===== config.mk =====
export PLATFORM = sky130hd
export DESIGN_NAME = mem_arbiter_flat
export DESIGN_NICKNAME = d
export VERILOG_FILES = /design/src/rtl/mem_arbiter_if.sv /design/src/rtl/mem_arbiter.sv /design/src/flat_wrapper.sv
export SDC_FILE = /design/constraint.sdc
export NUM_CORES = 1
export LEC_CHECK = 0
export ABC_CLOCK_PERIOD_IN_PS = 2500
export CAP_MARGIN = 5
export CELL_PAD_IN_SITES_DETAIL_PLACEMENT = 1
export CELL_PAD_IN_SITES_GLOBAL_PLACEMENT = 2
export CORE_AREA = 2 2 351 353
export DETAILED_ROUTE_END_ITERATION = 6
export DIE_AREA = 0 0 353 355
export PLACE_DENSITY = 0.47
export SLEW_MARGIN = 10
export SYNTH_ARGS = -nofsm -noshare
export SYNTH_HDL_FRONTEND = slang
export SYNTH_SLANG_ARGS = --single-unit

===== constraint.sdc =====
create_clock -name clk -period 2.5 [get_ports clk]
set_clock_uncertainty 0.1 [all_clocks]
set_input_delay 0.5 -clock clk [delete_from_list [all_inputs] [get_ports clk]]
set_output_delay 0.5 -clock clk [all_outputs]
set_load 0.01 [all_outputs]

===== src/rtl/mem_arbiter_if.sv =====
// Bus bundle shared by the I-cache, D-cache, arbiter and main memory.
// Caches and memory form the master side; the arbiter plugs in as slave.
interface mem_arbiter_if #(
    parameter int ADDR_W = 28,
    parameter int DATA_W = 128
);
    logic              i_mem_read;
    logic              i_mem_write;
    logic [ADDR_W-1:0] i_mem_addr;
    logic [DATA_W-1:0] i_mem_wdata;
    logic [DATA_W-1:0] i_mem_rdata;
    logic              i_mem_ready;

    logic              d_mem_read;
    logic              d_mem_write;
    logic [ADDR_W-1:0] d_mem_addr;
    logic [DATA_W-1:0] d_mem_wdata;
    logic [DATA_W-1:0] d_mem_rdata;
    logic              d_mem_ready;

    logic              mem_read;
    logic              mem_write;
    logic [ADDR_W-1:0] mem_addr;
    logic [DATA_W-1:0] mem_wdata;
    logic [DATA_W-1:0] mem_rdata;
    logic              mem_ready;

    modport slave (
        input  i_mem_read, i_mem_write, i_mem_addr, i_mem_wdata,
        output i_mem_rdata, i_mem_ready,
        input  d_mem_read, d_mem_write, d_mem_addr, d_mem_wdata,
        output d_mem_rdata, d_mem_ready,
        output mem_read, mem_write, mem_addr, mem_wdata,
        input  mem_rdata, mem_ready
    );

    modport master (
        output i_mem_read, i_mem_write, i_mem_addr, i_mem_wdata,
        input  i_mem_rdata, i_mem_ready,
        output d_mem_read, d_mem_write, d_mem_addr, d_mem_wdata,
        input  d_mem_rdata, d_mem_ready,
        input  mem_read, mem_write, mem_addr, mem_wdata,
        output mem_rdata, mem_ready
    );
endinterface


===== src/rtl/mem_arbiter.sv =====
// Two-way arbiter for the single main-memory block port (I-cache vs D-cache).
// A grant is held until mem_ready or until the owner drops its request.
module mem_arbiter #(
    parameter int ADDR_W     = 28,
    parameter int DATA_W     = 128,
    parameter int CNT_W      = 16,
    parameter int FIXED_PRIO = 0
) (
    input  logic             clk,
    input  logic             proc_reset,
    mem_arbiter_if.slave     bus,
    output logic [CNT_W-1:0] i_grant_cnt,
    output logic [CNT_W-1:0] d_grant_cnt,
    output logic             proto_err
);
    typedef enum logic [1:0] {S_IDLE, S_GRANT_I, S_GRANT_D} state_t;

    state_t            r_state;
    state_t            w_next;
    logic              r_last_d;
    logic [CNT_W-1:0]  r_i_cnt;
    logic [CNT_W-1:0]  r_d_cnt;
    logic              r_proto_err;

    logic              w_req_i;
    logic              w_req_d;
    logic              w_pick_d;
    logic              w_both;
    logic              w_rd;
    logic              w_wr;
    logic [ADDR_W-1:0] w_addr;
    logic [DATA_W-1:0] w_wdata;
    logic              w_rdy_i;
    logic              w_rdy_d;
    logic              w_inc_i;
    logic              w_inc_d;

    function automatic logic [CNT_W-1:0] sat_inc(input logic [CNT_W-1:0] v);
        return (&v) ? v : v + 1'b1;
    endfunction

    always_comb begin
        w_req_i  = bus.i_mem_read | bus.i_mem_write;
        w_req_d  = bus.d_mem_read | bus.d_mem_write;
        w_both   = (bus.i_mem_read & bus.i_mem_write) | (bus.d_mem_read & bus.d_mem_write);
        // On contention D wins if fixed priority, else whoever was not granted last
        w_pick_d = (FIXED_PRIO != 0) || !r_last_d;
        w_next   = r_state;
        w_rd     = 1'b0;
        w_wr     = 1'b0;
        w_addr   = '0;
        w_wdata  = '0;
        w_rdy_i  = 1'b0;
        w_rdy_d  = 1'b0;
        w_inc_i  = 1'b0;
        w_inc_d  = 1'b0;
        case (r_state)
            S_IDLE: begin
                if (w_req_i && w_req_d) w_next = w_pick_d ? S_GRANT_D : S_GRANT_I;
                else if (w_req_i)       w_next = S_GRANT_I;
                else if (w_req_d)       w_next = S_GRANT_D;
            end
            S_GRANT_I: begin
                w_rd    = bus.i_mem_read;
                w_wr    = bus.i_mem_write;
                w_addr  = bus.i_mem_addr;
                w_wdata = bus.i_mem_wdata;
                w_rdy_i = bus.mem_ready;
                if (!w_req_i) begin
                    w_next = S_IDLE;
                end else if (bus.mem_ready) begin
                    w_inc_i = 1'b1;
                    w_next  = S_IDLE;
                end
            end
            S_GRANT_D: begin
                w_rd    = bus.d_mem_read;
                w_wr    = bus.d_mem_write;
                w_addr  = bus.d_mem_addr;
                w_wdata = bus.d_mem_wdata;
                w_rdy_d = bus.mem_ready;
                if (!w_req_d) begin
                    w_next = S_IDLE;
                end else if (bus.mem_ready) begin
                    w_inc_d = 1'b1;
                    w_next  = S_IDLE;
                end
            end
            default: w_next = S_IDLE;
        endcase
    end

    always_ff @(posedge clk) begin
        if (proc_reset) r_state <= S_IDLE;
        else            r_state <= w_next;
    end

    always_ff @(posedge clk) begin
        if (proc_reset) begin
            r_last_d    <= 1'b0;
            r_i_cnt     <= '0;
            r_d_cnt     <= '0;
            r_proto_err <= 1'b0;
        end else begin
            if (r_state == S_IDLE && w_next != S_IDLE) r_last_d <= (w_next == S_GRANT_D);
            if (w_inc_i) r_i_cnt <= sat_inc(r_i_cnt);
            if (w_inc_d) r_d_cnt <= sat_inc(r_d_cnt);
            if (w_both)  r_proto_err <= 1'b1;
        end
    end

    assign bus.mem_read    = w_rd;
    assign bus.mem_write   = w_wr;
    assign bus.mem_addr    = w_addr;
    assign bus.mem_wdata   = w_wdata;
    assign bus.i_mem_ready = w_rdy_i;
    assign bus.d_mem_ready = w_rdy_d;
    assign bus.i_mem_rdata = bus.mem_rdata;
    assign bus.d_mem_rdata = bus.mem_rdata;
    assign i_grant_cnt     = r_i_cnt;
    assign d_grant_cnt     = r_d_cnt;
    assign proto_err       = r_proto_err;
endmodule


===== src/flat_wrapper.sv =====
// flat-port wrapper written by rule: the top's interface ports become plain ports
module mem_arbiter_flat 
#(
    parameter int ADDR_W     = 28,
    parameter int DATA_W     = 128,
    parameter int CNT_W      = 16,
    parameter int FIXED_PRIO = 0
)
  (clk, proc_reset, i_grant_cnt, d_grant_cnt, proto_err, bus_i_mem_read, bus_i_mem_write, bus_i_mem_addr, bus_i_mem_wdata, bus_i_mem_rdata, bus_i_mem_ready, bus_d_mem_read, bus_d_mem_write, bus_d_mem_addr, bus_d_mem_wdata, bus_d_mem_rdata, bus_d_mem_ready, bus_mem_read, bus_mem_write, bus_mem_addr, bus_mem_wdata, bus_mem_rdata, bus_mem_ready);
  mem_arbiter_if #(.ADDR_W(ADDR_W), .DATA_W(DATA_W)) bus_i ();
  input  logic clk;
  input  logic proc_reset;
  output logic [CNT_W-1:0] i_grant_cnt;
  output logic [CNT_W-1:0] d_grant_cnt;
  output logic proto_err;
  input wire logic [$bits(bus_i.i_mem_read)-1:0] bus_i_mem_read;
  input wire logic [$bits(bus_i.i_mem_write)-1:0] bus_i_mem_write;
  input wire logic [$bits(bus_i.i_mem_addr)-1:0] bus_i_mem_addr;
  input wire logic [$bits(bus_i.i_mem_wdata)-1:0] bus_i_mem_wdata;
  output wire logic [$bits(bus_i.i_mem_rdata)-1:0] bus_i_mem_rdata;
  output wire logic [$bits(bus_i.i_mem_ready)-1:0] bus_i_mem_ready;
  input wire logic [$bits(bus_i.d_mem_read)-1:0] bus_d_mem_read;
  input wire logic [$bits(bus_i.d_mem_write)-1:0] bus_d_mem_write;
  input wire logic [$bits(bus_i.d_mem_addr)-1:0] bus_d_mem_addr;
  input wire logic [$bits(bus_i.d_mem_wdata)-1:0] bus_d_mem_wdata;
  output wire logic [$bits(bus_i.d_mem_rdata)-1:0] bus_d_mem_rdata;
  output wire logic [$bits(bus_i.d_mem_ready)-1:0] bus_d_mem_ready;
  output wire logic [$bits(bus_i.mem_read)-1:0] bus_mem_read;
  output wire logic [$bits(bus_i.mem_write)-1:0] bus_mem_write;
  output wire logic [$bits(bus_i.mem_addr)-1:0] bus_mem_addr;
  output wire logic [$bits(bus_i.mem_wdata)-1:0] bus_mem_wdata;
  input wire logic [$bits(bus_i.mem_rdata)-1:0] bus_mem_rdata;
  input wire logic [$bits(bus_i.mem_ready)-1:0] bus_mem_ready;
  assign bus_i.i_mem_read = bus_i_mem_read;
  assign bus_i.i_mem_write = bus_i_mem_write;
  assign bus_i.i_mem_addr = bus_i_mem_addr;
  assign bus_i.i_mem_wdata = bus_i_mem_wdata;
  assign bus_i_mem_rdata = bus_i.i_mem_rdata;
  assign bus_i_mem_ready = bus_i.i_mem_ready;
  assign bus_i.d_mem_read = bus_d_mem_read;
  assign bus_i.d_mem_write = bus_d_mem_write;
  assign bus_i.d_mem_addr = bus_d_mem_addr;
  assign bus_i.d_mem_wdata = bus_d_mem_wdata;
  assign bus_d_mem_rdata = bus_i.d_mem_rdata;
  assign bus_d_mem_ready = bus_i.d_mem_ready;
  assign bus_mem_read = bus_i.mem_read;
  assign bus_mem_write = bus_i.mem_write;
  assign bus_mem_addr = bus_i.mem_addr;
  assign bus_mem_wdata = bus_i.mem_wdata;
  assign bus_i.mem_rdata = bus_mem_rdata;
  assign bus_i.mem_ready = bus_mem_ready;
  mem_arbiter #(.ADDR_W(ADDR_W), .DATA_W(DATA_W), .CNT_W(CNT_W), .FIXED_PRIO(FIXED_PRIO)) u_core (.clk(clk), .proc_reset(proc_reset), .bus(bus_i), .i_grant_cnt(i_grant_cnt), .d_grant_cnt(d_grant_cnt), .proto_err(proto_err));
endmodule

## Word level (Yosys, flattened, before mapping)

Index checks and enable logic that the tools add are counted.

- Logic and storage cells: 44
- Flip-flop bits (word level): 36
- Bits of input ports: 447

- Bitwise logic cells: 7
- Add/subtract/negate cells: 2
- Mux-type cells: 19
- Reductions and logical operators: 8
- Eq/ne operators: 3

Operators with widths:

| cell | number |
|---|---|
| case mux 128 bit (2 select lines) | 1 |
| case mux 28 bit (2 select lines) | 1 |
| adder 16 x 1 -> 16 bit (second input constant) | 2 |
| AND reduction 16 bit | 2 |
| 2-to-1 mux 2 bit | 7 |
| 2-to-1 mux 1 bit | 7 |
| case mux 2 bit (3 select lines) | 1 |
| == test 2 bit (second input constant) | 2 |
| case mux 1 bit (2 select lines) | 2 |
| AND reduction 2 bit | 2 |
| bitwise OR 1 bit | 3 |
| bitwise AND 1 bit | 2 |
| == test 2 x 1 -> 1 bit (second input constant) | 1 |
| logical AND 1 bit | 2 |
| zero test 2 bit | 1 |
| inverter 1 bit | 2 |
| nonzero test 2 bit | 1 |

## Longest topological paths before layout

Gate-level depths: netlist (run 1).

- Depth in word-level cells: 7
- Gate-level depth with buffers: 8
- Depth with buffers taken out: 6

## Worst setup path before layout (run 1)

OpenSTA, ideal clock, no wires.

- Kind: flip-flop to flip-flop
- From: register u_core.r_state[0]
- To: register u_core.r_d_cnt[15], in the netlist u_core.d_grant_cnt[15]
- Arrival: 1.980 ns
- Clock period less this slack: 2.201 ns
- Stages on the path, launching flop included: 9
- Buffers on the path: 2
- Path slack: 0.299 ns
- Cells stage by stage: dfxtp_1 -> inv_1 -> ha_1 -> buf_2 -> o2111ai_1 -> or3_1 -> buf_2 -> nor4_1 -> mux2_2

- Word-level cells in the longest chain between the ends: 3

Ends and longest elaborated chain:

| element | RTL line | text |
|---|---|---|
| from (decl) | mem_arbiter.sv:18 | `state_t r_state;` |
| from (signal assigned) | mem_arbiter.sv:95 | `else r_state <= w_next;` |
| == test 2 bit | mem_arbiter.sv:57 | `case (r_state)` |
| 2-to-1 mux 1 bit | mem_arbiter.sv:57 |  |
| AND reduction 2 bit (no source line) | -- |  |
| to (signal assigned) | mem_arbiter.sv:107 | `if (w_inc_d) r_d_cnt <= sat_inc(r_d_cnt);` |
| to (decl) | mem_arbiter.sv:22 | `logic [CNT_W-1:0] r_d_cnt;` |

Every way passes these cells.
A chain may end at the register's enable or synchronous reset.

## Final worst setup path (run 1)

- From: register u_core.r_state[0]
- To: output port bus_mem_addr[11]

- Word-level cells in the longest chain between the ends: 2

Ends and longest elaborated chain:

| element | RTL line | text |
|---|---|---|
| == test 2 bit / == test 2 x 1 -> 1 bit (equally long branches) | mem_arbiter.sv:57 |  |
| case mux 28 bit (2 select lines) * | mem_arbiter.sv:57 |  |
| to (decl) | flat_wrapper.sv:30 | `output wire logic [$bits(bus_i.mem_addr)-1:0] bus_mem_addr;` |

Every way passes the cells marked *; elsewhere a longest branch is shown, timed or not.

==> results.toml, run 1 <==
[place]
dp_hpwl_um = 51370
dp.cells = 2789
gp_congestion = 0.8558
portBuffers = 511

[synth]
ys_types = 41
yosys.area.top_type_share_pct = 30.65
synth_edf_count = 0
synthAdderAreaFrac_pct = 1.193
synth_top_family_by_area = "buffers and inverters"
ys_seq_elements = 36
synth-compound-area-share_pct = 25.12
synth.area.mux_share_pct = 1.749
netlist_top_cells_count = "257 x buf_4, 166 x nor2b_1, 158 x a22oi_1, 53 x clkbuf_1, 36 x dfxtp_1"
yosys.area_share.simple_pct = 25.74
synth.area.top_cells = "buf_4 31%, a22oi_1 19%, nor2b_1 16%"
synthCells = 865
synth_nets = 1318
yosysMostFrequentCell = "buf_4"
synth-xor-area-share_pct = 0
synthFlopType = "dfxtp_1"
yosys.area.top_type = "buf_4"
synth.avg_cell_area_um2 = 7.277
yosysSeqAreaShare_pct = 11.45
ys_warn_count = 0
ys_async_sr_fraction_pct = 0
mappedNetlistArea_um2 = 6295

[drt]
remaining_drc_errors = 0
first_pass_iters = 4
vias = 8118
ant_nets = 0
drt-initial-drc-count = 339
viasPerCell = 2.840
routed_wl_um = 64040
drt-wirelength-per-cell_um = 22.41

[critical_path]
r2r_setup_slack_ps = 60
worstPathArrival_ps = 2010
start_kind = "flop"
cp.required_ps = 1900
path_max_fanout = 5
crit_type = "flop to primary output"
end_kind = "primary output"

[sta]
max_freq_mhz = 383.5
fin_crit_ps = 2608
finalHoldViolations = 0
setup_ws_ps = -107.5
rsz0062_at_grt = "yes"
worstMarginPinSlew_ps = 446.7
final-setup-viol-count = 18
finalCritPeriodShare_pct = 104.3
finalMaxSlewViolations = 0
relSlewSlack_pct = 69.97

[floorplanning]
core_um2 = 121400
fp.dieW_um = 353
std_cell_rows = 128
dieArea_um2 = 125300
die_h_um = 355
ios = 896
start_util_pct = 5.185

[power]
p_comb_share_pct = 79.1
vdd_drop_max_mv = 0.1866
p_per_area_nw_per_um2 = 428.5
p_leak_nw = 4.555
pwr-share-seq_pct = 10.1
pwr-share-clk_pct = 10.9
internal-power_mw = 3.592
p_switching_mw = 2.389
p_total_mw = 5.981
switching_share_pct = 39.94

[layout]
fin_cells = 2858
nets = 1677
final_layout_size_suffix_gt1_share_pct = 41.22
synthToLayoutAreaGrowth_pct = 121.7
num-fill-cells = 14457

[global_routing]
antenna_found_initial = 29
track_usage_pct = 9.642
grt_pass1_wl_um = 83340
grt_max_degree = 32
overflow = 0
grt_pass1_vias = 8922

[clock_tree]
clock_latency_ps = 280
cts-buffers-inserted = 5
cts_tree = "yes"
cts.root.buffer_cell = "clkbuf_16"
cts.sink_count = 36
clockBufferDepth = 2
htree_levels = 2
path_clk_slew_ps = 60

[job]
maxCapViolCount = 0

[outcome]
status = "finished, violations left"
violations = "negative setup slack"

[min_path]
hold_path_class = "flop to flop"
==> metal layers <==
layer  part of all wire (%)  vias up  track usage, %  wire length (um)
met5                   0.37        -               0               235
met4                    2.7       36           2.468              1761
met3                     10      127           3.954              6467
met2                     46      535           15.72             29340
met1                     41     3858           11.69             26240
li1                       -     3562               -                 -
==> per-stage QoR <==
step	setup TNS, ps	instance area [um^2]	hold slack, ps	utilization, %	setup slack (ps)
2_1_floorplan	0	6295	401.6	-	299.4
6_report	-907.0	13960	385.0	11.50	-107.5
5_1_grt	-4109	13940	420.7	11.48	-169.0
4_1_cts	-1725	13550	392.3	11.16	-142.6
3_3_place_gp	-9236	12400	379.3	10.21	-298.4
3_5_place_dp	-14830	12400	374.0	10.21	-321.3
==> state kept, by name (all words and copies together) (netlist names) <==
register / flops
u_core.proto_err: 1
u_core.r_state: 2
u_core.r_last_d: 1
u_core.d_grant_cnt: 16
u_core.i_grant_cnt: 16
==> placed cells by master, fill, tap and decap left out, drive strengths merged, types with 7 or more instances in the layout <==
cell type,Yosys,layout
clkdlybuf4s15,0,8
a22oi,158,158
clkdlybuf4s50,0,351
clkbuf,53,20
or4,16,16
nand4,13,13
a21oi,24,24
nor2b,166,166
o21ai,9,9
mux2,8,8
buf,265,292
dfxtp,36,36
diode,0,8
nor2,18,18
o31ai,15,15
nand3,12,12
nor3,7,7
nand2,16,16
==> area by class of cell <==
cell class | count | area (um^2) | share of cell area [%]
Timing Repair Buffer | 670 | 6769 | 48.50
Tap cell | 1625 | 2033 | 14.57
Clock buffer | 8 | 146.4 | 1.049
Sequential cell | 36 | 725.7 | 5.199
Inverter | 6 | 25.02 | 0.1793
Multi-Input combinational cell | 505 | 4238 | 30.36
Antenna cell | 8 | 20.02 | 0.1434
==> critical path, cell delays in order, from the launching register on <==
cell and delay [ps]:
dfxtp_2 330, buf_6 120, ha_4 160, buf_12 140
buf_12 140, buf_16 140, a22oi_2 320, buf_4 200
nor2b_1 40, buf_2 130
==> cells by family (layout without fill, tap and decap cells) <==
logic type,count (synthesis),after routing
flops,36,36
simple gates,269,269
other cells,0,8
compound gates,220,220
fa+ha+maj,6,6
buf+inv,324,684
mux,10,10
==> power groups by stage <==
| stage | sequential (mW) | clock, mW | combinational (mW) |
|---|---|---|---|
| detailed placement | 0.611 | 0 | 3.42 |
| CTS | 0.604 | 0.676 | 4.61 |
| floorplan | 0.616 | 0 | 1.64 |
| finish | 0.602 | 0.650 | 4.73 |
| global route | 0.604 | 0.699 | 5.05 |
| global placement | 0.609 | 0 | 3.38 |
==> worst paths after layout <==
kind                                 start                                   to  depth (start not counted)
max           u_core.r_state[0]$_SDFF_PP0_                     bus_mem_addr[11]                          9
min          u_core.proto_err$_SDFFE_PP0P_        u_core.proto_err$_SDFFE_PP0P_                          2
max reg2reg   u_core.r_state[1]$_SDFF_PP0_  u_core.d_grant_cnt[14]$_SDFFE_PP0P_                          9
min reg2reg  u_core.proto_err$_SDFFE_PP0P_        u_core.proto_err$_SDFFE_PP0P_                          2
==> timing repair <==
item                       in CTS  in global routing
setup endpoints to repair     170                114
buffers inserted               36                  6
hold buffers                    0                  0
pin swaps                      36                 28
resized for setup             724                108
cloned                         18                  5
No activity file was read; power rests on OpenSTA's default activity.
==> inputs of run 2 (changes only) <==
--- a/config.mk
+++ b/config.mk
@@ -12,6 +12,7 @@
 export CORE_AREA = 2 2 351 353
 export DETAILED_ROUTE_END_ITERATION = 6
 export DIE_AREA = 0 0 353 355
+export HOLD_SLACK_MARGIN = 0.03
 export PLACE_DENSITY = 0.47
 export SLEW_MARGIN = 10
 export SYNTH_ARGS = -nofsm -noshare
==> results of run 2 <==
Same layout as run 1: the final DEF is identical, and so are final timing and power.
==> edit 1 (flow settings as in run 1) <==
Reset style: asynchronous (`proc_reset`), changed in 2 clocked blocks.
--- a/src/rtl/mem_arbiter.sv
+++ b/src/rtl/mem_arbiter.sv
@@ -91,10 +91,10 @@
     end
 
-    always_ff @(posedge clk) begin
+    always_ff @(posedge clk or posedge proc_reset) begin
         if (proc_reset) r_state <= S_IDLE;
         else            r_state <= w_next;
     end
 
-    always_ff @(posedge clk) begin
+    always_ff @(posedge clk or posedge proc_reset) begin
         if (proc_reset) begin
             r_last_d    <= 1'b0;
Check against the original RTL: differs if proc_reset is asserted again (counterexample within 4 cycles, from zero or initial values and one cycle with proc_reset high); with proc_reset held inactive, the same outputs for 4 cycles.
==> edit 1 against run 1 <==
The flow still finishes with violations (negative setup slack); critical path depth unchanged; sequential share of layout area increased by 0.72 points; worst setup slack got worse by 65 ps; routed wire length decreased by 11%; final area increased by 9.2%; sequential cell count unchanged; synthesized area decreased by 1.7%; via count decreased by 6.1%; largest cell class unchanged.
Power is not compared: it rests on default switching activity, and its combinational part moved more than twofold at a synthesized area within 25%.
==> edit 1: results <==
[global_route]
initial_antenna_violation_count = 12
first_pass_grt_wire_length_mm = 74.0
grt_max_degree = 37
via_count_of_the_first_global_routing_pass = 8566
grtUsageTotal_pct = 8.52

[yosys]
synth.mux.area_fraction_pct = 0.607
yosys.area_share.xor_xnor_pct = 3.96
netlist-cell-type-count = 45
synth.top_cells.by_area = "sky130_fd_sc_hd__buf_4, sky130_fd_sc_hd__a22oi_1, sky130_fd_sc_hd__nor2b_1"
synth_async_sr_flop_share_pct = 100
postSynthCellCount = 797
synth_nets = 1250
yosys.area_share.adder_pct = 1.21
synth_compound_gate_area_share_pct = 23.2
seq_area_frac_synth_pct = 14.6
synth_commonest_cells = "sky130_fd_sc_hd__buf_4, sky130_fd_sc_hd__a22oi_1, sky130_fd_sc_hd__nor2b_1"
yosys_most_used_dff = "sky130_fd_sc_hd__dfrtp_1"

[sta]
setup-violations-final = 96
hold_slack_ps = 390
setup_tns_final_ps = -5880
fin_ws_ps = -173
timing.max_slew.rel_slack_pct = 46.0

[placement]
place_congestion = 0.879
placed_cells_incl_taps = 2708
port_buffers = 511
pre_cts_ws_ps = -382
detailed_place.area_sq_mm = 0.0123
dp_hpwl_mm = 40.2

[final_layout]
nNetsFinal = 1654
layout_cells_sized_above_1_pct = 50.5
final_cell_count_no_fill = 2831
filler_cell_count = 14300

[setup_path]
timing.critical_path.slowest_stage_cell = "sky130_fd_sc_hd__dfrtp_1"
timing.critical_path.arrival_ps = 2070
r2r_setup_slk_ps = 20
cpPeakStageDelay_ps = 390

[clock_network]
worstSkewPairLatency_ps = 290
tritoncts.num_buffers = 5

[routing]
wirelength_mm = 57.0
vias = 7625
drt_iter0_markers = 351

[run_status]
failed_checks = "negative setup slack"
result_of_the_run = "complete, but fails checks"
## edit 1: area by class of cell
type | count | share of cell area, %
timing repair buffer | 707 | 50.3
clock buffer | 6 | 0.846
tap | 1625 | 13.3
inverter | 7 | 0.172
clock inverter | 2 | 0.230
multi-input combinational | 444 | 29.1
sequential | 36 | 5.92
antenna | 4 | 0.0657
## edit 1: power breakdown
part	internal, uW	leakage [uW]	switching [uW]
logic	7460	0.00488	5860
registers	663	0.000469	113
clock network	470	0.0000809	259
total	8590	0.00543	6230
## edit 1: metal layers
| layer | up-vias | routed length [um] | global-route usage (%) |
|---|---|---|---|
| li1 | 3356 | - | - |
| met2 | 452 | 29200 | 15.6 |
| met1 | 3648 | 21400 | 9.47 |
| met4 | 4 | 2410 | 3.20 |
| met5 | - | 34 | 0 |
| met3 | 165 | 3950 | 2.09 |
## edit 1: worst paths after layout
path                                    from                     end  cells after the start
min                          u_core.r_last_d         u_core.r_last_d                      1
min in group asynchronous         proc_reset  u_core.i_grant_cnt[13]                      3
max in group asynchronous         proc_reset       u_core.r_state[1]                      3
max                        u_core.r_state[0]       bus_mem_wdata[56]                      9
min reg2reg                  u_core.r_last_d         u_core.r_last_d                      1
max reg2reg                u_core.r_state[0]  u_core.d_grant_cnt[15]                     12
## edit 1: repair_timing
item / in CTS / in global routing
setup buffers: 96 / 22
pin swaps: 61 / 43
setup endpoints to repair: 158 / 177
gates cloned: 25 / 2
gates resized for setup: 794 / 148
## edit 1: kinds of logic (layout without fill, tap and decap cells)
logic type      after synthesis  after routing
fa+ha+maj                     6              6
flops                        36             36
other cells                   0              4
mux                           3              3
xor+xnor                     28             28
simple gates                215            215
buf+inv                     317            722
compound gates              192            192
==> edit 2 (flow settings as in run 1) <==
Made on the original files. `DATA_W` is set to 128 in 3 places; all go to 132.
--- a/src/rtl/mem_arbiter_if.sv
+++ b/src/rtl/mem_arbiter_if.sv
@@ -3,5 +3,5 @@
 interface mem_arbiter_if #(
     parameter int ADDR_W = 28,
-    parameter int DATA_W = 128
+    parameter int DATA_W = 132
 );
     logic              i_mem_read;
--- a/src/rtl/mem_arbiter.sv
+++ b/src/rtl/mem_arbiter.sv
@@ -3,5 +3,5 @@
 module mem_arbiter #(
     parameter int ADDR_W     = 28,
-    parameter int DATA_W     = 128,
+    parameter int DATA_W     = 132,
     parameter int CNT_W      = 16,
     parameter int FIXED_PRIO = 0
--- a/src/flat_wrapper.sv
+++ b/src/flat_wrapper.sv
@@ -3,5 +3,5 @@
 #(
     parameter int ADDR_W     = 28,
-    parameter int DATA_W     = 128,
+    parameter int DATA_W     = 132,
     parameter int CNT_W      = 16,
     parameter int FIXED_PRIO = 0
Ports: changed (6 resized); port bits go from 896 to 920. No check against the original RTL was run, so the function may have changed too.
==> edit 2 against run 1 <==
The run still ends with negative setup slack left; sequential cell count unchanged; synthesized area rose by 0.60%; fmax is 3.3% lower; synthesized cell count rose by 0.12%; first-iteration DRC count is 6.8% higher; total power fell by 5.0%; sequential share of layout area down 0.31 points; worst setup slack got worse by 89 ps; routed wire length increased by 6.1%; final area up 6.6%.
==> edit 2: results <==
[run_status]
result_of_the_run = "complete, but fails checks"
failed_checks = "negative setup slack"

[global_route]
global_route.usage.met2_pct = 18.1
first_pass_grt_wire_length_mm = 87.7
global_route.usage.met3_pct = 4.69
grtUsageTotal_pct = 10.3
grt_max_degree = 33
gr-usage-met1_pct = 11.4

[sta]
fin_ws_ps = -197
setup-violations-final = 53
setup_tns_final_ps = -3060

[final_layout]
n_clock_buffer = 5
design_area_sq_mm = 0.0149
filler_cell_count = 14400
n_all_buffers = 713
multi_input_combinational_area_share_pct = 29.6
nNetsFinal = 1727
final-clk-cell-share_pct = 1.13
sequential_share_of_cell_area_pct = 4.89
multiInputCombCellCount = 501
layout_cells_sized_above_1_pct = 45.2
layout.sequential_cells = 36

[yosys]
netlist-cell-type-count = 47
synth_compound_gate_area_share_pct = 27.0
yosys.area_share.adder_pct = 1.19
synth_commonest_cells = "sky130_fd_sc_hd__buf_4, sky130_fd_sc_hd__nor2b_1, sky130_fd_sc_hd__a22oi_1"
synth_nets = 1331
seq_area_frac_synth_pct = 11.4
avgSynthCellArea_sq_um = 7.31
post_synth_instance_area_sq_mm = 0.00633

[routing]
drt-met1-wl_mm = 25.5
drt_iter0_markers = 362
met3_wirelength_from_detailed_routing_mm = 7.20
wirelength_mm = 68.0
dr_wl_met2_mm = 33.3
vias = 8360

[placement]
dp_hpwl_mm = 55.3
pre_cts_ws_ps = -225
place_congestion = 0.849
placed_cells_incl_taps = 2811

[power]
comb_power_share_pct = 76.1
switching_power_uw = 2150
cellLeakagePower_uw = 0.00486
ir_drop_mv = 0.195
clk-power_uw = 758

[setup_path]
cpPeakStageDelay_ps = 360
worstPathMaxFanout = 4
reg2reg_depth = 10
timing.critical_path.slowest_stage_cell = "sky130_fd_sc_hd__dfxtp_4"

[clock_network]
worstSkewPairLatency_ps = 300
==> edit 2: changes by cell type after synthesis, moves of 6 or more <==
cell,change
sky130_fd_sc_hd__or3_1,+6
sky130_fd_sc_hd__clkbuf_1,+6
sky130_fd_sc_hd__nor2_1,-10
sky130_fd_sc_hd__buf_4,+7
sky130_fd_sc_hd__mux2_2,-7
sky130_fd_sc_hd__o21ai_0,+8
==> edit 2: worst paths after layout <==
check	slack [ps]	endpoint	from
hold reg to reg	390	u_core.proto_err	u_core.proto_err
hold / removal	390	u_core.proto_err	u_core.proto_err
setup / recovery	-200	bus_mem_addr[22]	u_core.r_state[1]
setup reg to reg	120	u_core.d_grant_cnt[5]	u_core.r_state[1]
==> edit 2: repair_timing <==
action | 4_1_cts | 5_1_grt
buffers inserted | 55 | 27
setup endpoints to repair | 161 | 157
cloned | 13 | 4
pin swaps | 30 | 52
resized for setup | 622 | 219
